### src/rtl/video_pattern_source.sv
// Raster timing generator with a registered 8-bit luma test pattern.
// Drives HSYNC/VSYNC/BLANK, pixel coordinates and a frame-start pulse.
module video_pattern_source #(
   parameter int H_ACTIVE = 640,
   parameter int H_FP     = 16,
   parameter int H_SYNC   = 96,
   parameter int H_BP     = 48,
   parameter int V_ACTIVE = 480,
   parameter int V_FP     = 10,
   parameter int V_SYNC   = 2,
   parameter int V_BP     = 33,
   parameter int SYNC_POL = 0,
   parameter int CNT_W    = 11
) (
   input  logic             clk,
   input  logic             rst_n,
   input  logic             i_en,
   input  logic [1:0]       i_mode,
   input  logic [7:0]       i_level,
   output logic             o_HSYNC,
   output logic             o_VSYNC,
   output logic             o_BLANK,
   output logic [7:0]       o_Y0,
   output logic [CNT_W-1:0] o_x,
   output logic [CNT_W-1:0] o_y,
   output logic             o_frame_start
);

   localparam int H_TOTAL = H_ACTIVE + H_FP + H_SYNC + H_BP;
   localparam int V_TOTAL = V_ACTIVE + V_FP + V_SYNC + V_BP;

   localparam logic [CNT_W-1:0] CNT_ONE  = CNT_W'(1);
   localparam logic [CNT_W-1:0] H_ACT_C  = CNT_W'(H_ACTIVE);
   localparam logic [CNT_W-1:0] H_SYNC_S = CNT_W'(H_ACTIVE + H_FP);
   localparam logic [CNT_W-1:0] H_SYNC_E = CNT_W'(H_ACTIVE + H_FP + H_SYNC);
   localparam logic [CNT_W-1:0] H_LAST   = CNT_W'(H_TOTAL - 1);
   localparam logic [CNT_W-1:0] V_ACT_C  = CNT_W'(V_ACTIVE);
   localparam logic [CNT_W-1:0] V_SYNC_S = CNT_W'(V_ACTIVE + V_FP);
   localparam logic [CNT_W-1:0] V_SYNC_E = CNT_W'(V_ACTIVE + V_FP + V_SYNC);
   localparam logic [CNT_W-1:0] V_LAST   = CNT_W'(V_TOTAL - 1);
   localparam logic             SYNC_ON  = (SYNC_POL != 0);

   logic [CNT_W-1:0] h_cnt_reg, v_cnt_reg, h_cnt_next, v_cnt_next;
   logic [1:0]       mode_reg, mode_cur;
   logic [7:0]       level_reg, level_cur;
   logic             at_origin, active, hs_win, vs_win;
   logic [7:0]       pix;

   always_comb begin
      at_origin  = (h_cnt_reg == '0) && (v_cnt_reg == '0);
      // The frame's pattern is taken from the inputs live at the origin so
      // that pixel (0,0) already uses the newly sampled mode/level.
      mode_cur   = at_origin ? i_mode  : mode_reg;
      level_cur  = at_origin ? i_level : level_reg;
      active     = (h_cnt_reg < H_ACT_C) && (v_cnt_reg < V_ACT_C);
      hs_win     = (h_cnt_reg >= H_SYNC_S) && (h_cnt_reg < H_SYNC_E);
      vs_win     = (v_cnt_reg >= V_SYNC_S) && (v_cnt_reg < V_SYNC_E);
      h_cnt_next = h_cnt_reg + CNT_ONE;
      v_cnt_next = v_cnt_reg;
      if (h_cnt_reg == H_LAST) begin
         h_cnt_next = '0;
         v_cnt_next = (v_cnt_reg == V_LAST) ? '0 : v_cnt_reg + CNT_ONE;
      end
      pix = '0;
      if (active) begin
         case (mode_cur)
            2'd0:    pix = h_cnt_reg[7:0];
            2'd1:    pix = v_cnt_reg[7:0];
            2'd2:    pix = {8{h_cnt_reg[3] ^ v_cnt_reg[3]}};
            default: pix = level_cur;
         endcase
      end
   end

   always_ff @(posedge clk or negedge rst_n) begin
      if (!rst_n) begin
         h_cnt_reg     <= '0;
         v_cnt_reg     <= '0;
         mode_reg      <= '0;
         level_reg     <= '0;
         o_HSYNC       <= ~SYNC_ON;
         o_VSYNC       <= ~SYNC_ON;
         o_BLANK       <= 1'b0;
         o_Y0          <= '0;
         o_x           <= '0;
         o_y           <= '0;
         o_frame_start <= 1'b0;
      end else if (!i_en) begin
         // Idle: park at origin with outputs at their reset levels.
         h_cnt_reg     <= '0;
         v_cnt_reg     <= '0;
         o_HSYNC       <= ~SYNC_ON;
         o_VSYNC       <= ~SYNC_ON;
         o_BLANK       <= 1'b0;
         o_Y0          <= '0;
         o_x           <= '0;
         o_y           <= '0;
         o_frame_start <= 1'b0;
      end else begin
         h_cnt_reg     <= h_cnt_next;
         v_cnt_reg     <= v_cnt_next;
         mode_reg      <= mode_cur;
         level_reg     <= level_cur;
         o_HSYNC       <= hs_win ? SYNC_ON : ~SYNC_ON;
         o_VSYNC       <= vs_win ? SYNC_ON : ~SYNC_ON;
         o_BLANK       <= active;
         o_Y0          <= pix;
         o_x           <= active ? h_cnt_reg : '0;
         o_y           <= active ? v_cnt_reg : '0;
         o_frame_start <= at_origin;
      end
   end

endmodule

### config.mk
export PLATFORM = sky130hd
export DESIGN_NAME = video_pattern_source
export DESIGN_NICKNAME = d
export VERILOG_FILES = /design/src/rtl/video_pattern_source.sv
export SDC_FILE = /design/constraint.sdc
export NUM_CORES = 1
export LEC_CHECK = 0
export ABC_AREA = 1
export ABC_CLOCK_PERIOD_IN_PS = 4100
export BUFFER_PORTS_ARGS = -buffer_cell sky130_fd_sc_hd__buf_4
export CORE_ASPECT_RATIO = 1.75
export CORE_UTILIZATION = 30
export DETAILED_ROUTE_END_ITERATION = 7
export GPL_ROUTABILITY_DRIVEN = 0
export PLACE_DENSITY = 0.52
export SLEW_MARGIN = 20
export SYNTH_ARGS = -nofsm -noshare
export SYNTH_HDL_FRONTEND = slang
export SYNTH_SLANG_ARGS = --single-unit
### constraint.sdc
create_clock -name clk -period 4.1 [get_ports clk]
set_input_delay 1.23 -clock clk [delete_from_list [all_inputs] [get_ports clk]]
set_output_delay 1.23 -clock clk [all_outputs]
set_load 0.005 [all_outputs]
==> flow_metrics.py <==
metrics = {
    "run_status": {
        "outcome": "finished, final reports clean",
    },
    "placement": {
        "numPortBuffers": 46,
        "dpl-instance-area_sq_um": 3740,
        "dp_hpwl_microns": 6020,
        "place_inst": 567,
        "dpl_worst_slack_ps": 1290,
    },
    "yosys": {
        "synth_top_cell_area_share_pct": 47.7,
        "yosys-top-cells-count": "nand2_1 (80), dfrtp_1 (64), inv_1 (59), nor2_1 (43), nand3_1 (32)",
        "synth_ff_type": "dfrtp_1",
        "avgSynthCellArea_sq_um": 8.29,
        "synth_most_common_cell": "nand2_1",
        "synth_enable_flop_cells": 0,
        "synthCells": 405,
        "synth_area_leader_cell": "dfrtp_1",
        "synth_seq_cells": 66,
        "yosysUniqueCellTypes": 35,
        "synth_area_leaders": "dfrtp_1 (48%), nand2_1 (8.9%), inv_1 (6.6%), nor2_1 (4.8%), nand3_1 (4.8%)",
        "mappedNetlistArea_sq_um": 3360,
        "synthArstFlopShare_pct": 100,
        "synth_seq_area_share_pct": 49.3,
        "synth_warnings": 0,
    },
    "worst_setup_path": {
        "critPathLaunchType": "register",
        "critPathArrivalTime_ps": 3020,
        "r2r_slack_ps": 1260,
        "slowest_stage": "nor2_2",
        "critical_path.max_stage_delay_ps": 630,
        "end_kind": "register",
        "cp_cell_sequence": "inv_1 -> ha_1 -> inv_1 -> nor2_1 -> nand2_1 -> nor2_2 -> nand3_2 -> nor2_2 -> o21ai_0",
        "rr_worst_depth": 9,
        "crit_type": "register to register",
        "worst_r2r_endpoint": "mode_reg[1]",
        "path_max_fanout": 21,
        "crit_required_ps": 4280,
        "reg2reg_from": "v_cnt_reg[0]",
    },
    "cts": {
        "cts_tree": "built",
        "post-cts-setup-buffers": 0,
        "cts_inserted_buffers": 9,
        "clk_path_buf_depth": 2,
        "cts_resized": 0,
        "hold_buffers": 0,
        "clk-insertion-delay-late_ps": 330,
        "cts_max_level": 3,
        "root_buffer": "clkbuf_16",
        "cts.sink_count": 66,
        "path_clk_slew_ps": 50,
    },
    "timing": {
        "fin_ws_ps": 1260,
        "hold_viol": 0,
        "fin_crit_ps": 2840,
        "setup_viol": 0,
        "period_share_pct": 69.2,
        "max_freq_ghz": 0.352,
        "slew_headroom_pct": 43.6,
        "drv_slew": 0,
        "max_slew.worst_pin.slew_ps": 845,
        "rsz0062_at_grt": "false",
        "fin_worst_skew_ps": 5.62,
        "timing.setup.tns_ps": 0,
    },
    "routing": {
        "vias": 2702,
        "first_iter_violations": 186,
        "vias_per_cell": 4.64,
        "drc": 0,
        "ant_nets": 0,
        "drtPass1Iterations": 4,
        "wl_per_cell_microns": 14.1,
        "wirelength_microns": 8230,
    },
    "power_and_ir_drop": {
        "p_sw_share_pct": 27.4,
        "ir_drop_mv": 0.210,
        "seqPwrFrac_pct": 42.5,
        "pwr-share-clk_pct": 41.8,
        "comb_power_share_pct": 15.7,
        "intPower_uw": 1230,
        "p_leak_uw": 0.00208,
        "p_sw_uw": 463,
        "powerDensity_nw_per_um2": 421,
    },
    "layout": {
        "nets": 465,
        "n_antenna_cell": 0,
        "final_core_util_pct": 37.3,
        "stdcell_area_sq_um": 4010,
        "drive_above_1_share_pct": 19.5,
        "fill_cells": 1171,
        "stdcell_count": 582,
        "register_area_sq_um": 1650,
        "multi_input_area_sq_um": 1310,
        "syn2layout_area_growth_pct": 19.5,
    },
    "global_route": {
        "grt_max_degree": 67,
        "antenna_found_initial": 0,
        "grt_pass1_wl_microns": 13100,
        "grt_use_total_pct": 15.4,
        "grt_pass1_vias": 2687,
        "grt-ovfl-total": 0,
    },
    "die": {
        "rows": 50,
        "die_area_sq_um": 11600,
        "start_util_pct": 31.2,
        "ios": 47,
        "die_w_microns": 82.0,
        "coreArea_sq_um": 10800,
        "die_y_microns": 142,
    },
    "worst_hold_path": {
        "holdCritStartpoint": "h_cnt_reg[0]",
        "whs_path_depth": 1,
        "min_to": "h_cnt_reg[0]",
        "worstHoldPathType": "register to register",
    },
    "flow_run": {
        "drv_cap": 0,
    },
}
==> how the worst max path moves through the flow <==
| stage | startpoint | to | slack (ps) | depth (start not counted) |
|---|---|---|---|---|
| finish | v_cnt_reg[0] | mode_reg[1] | 1260 | 9 |
| detailed placement | v_cnt_reg[1] | level_reg[5] | 1290 | 9 |
| global route | v_cnt_reg[1] | level_reg[0] | 990 | 9 |
| global placement | v_cnt_reg[1] | level_reg[5] | 1320 | 9 |
| floorplan | i_en | o_x[9] | 2110 | 5 |
| CTS | v_cnt_reg[0] | level_reg[5] | 1260 | 9 |
==> final cells by class <==
cell class                      instances  share of cell area [%]
Clock inverter                          2                   0.312
Multi-Input combinational cell        256                    32.7
Tap cell                              130                    4.06
Clock buffer                           13                    6.49
Timing Repair Buffer                   47                    8.80
Sequential cell                        66                    41.3
Inverter                               68                    6.37
==> power groups by stage <==
stage / clock (uW) / sequential (uW) / combinational, uW
after floorplan: 0 / 725 / 194
after global placement: 0 / 729 / 267
after CTS: 723 / 719 / 270
after detailed placement: 0 / 730 / 268
after global routing: 754 / 722 / 302
final: 705 / 718 / 265
==> worst max-delay path: cells and delay by family (launching register included) <==
kind                     cells  cell delay (ps)
AND/OR/NAND/NOR              5             1750
AO/OA/AOI/OAI                1              160
flip-flops                   1              420
adder cells (fa/ha/maj)      1              180
buffers and inverters        2              170
==> kinds of logic (layout without fill, tap and decap cells) <==
family	after synthesis	in the layout	share of synthesized area (%)
simple gates	201	201	28.9
buf+inv	85	130	11.9
flops	66	66	49.3
compound gates	43	43	7.01
xor+xnor	5	5	1.30
fa+ha+maj	4	4	1.49
other cells	1	3	0.112
==> cell usage in the layout (no fill, tap or decap), types with 5 or more instances in the layout <==
| master | n |
|---|---|
| nand3_1 | 32 |
| buf_4 | 47 |
| clkinv_1 | 5 |
| nand4_1 | 15 |
| inv_1 | 59 |
| dfrtp_1 | 64 |
| nor3_1 | 6 |
| nor2_1 | 43 |
| o21ai_0 | 21 |
| a21oi_1 | 15 |
| nand2_1 | 80 |
| nor2_2 | 7 |
| clkbuf_16 | 9 |
==> through the flow <==
step | hold slack (ps) | total power [uW]
after floorplan | 454 | 919
after global placement | 520 | 996
after detailed placement | 520 | 998
after CTS | 524 | 1710
after global routing | 526 | 1780
final | 517 | 1690
==> per-layer routing <==
layer	vias to the layer above	track usage, %	wire (microns)
li1	1363	-	-
met1	1271	15.9	3020
met2	58	28.1	4680
met3	10	3.67	338
met4	0	7.20	187
met5	-	0	0
(Power assumes the default switching activity.)
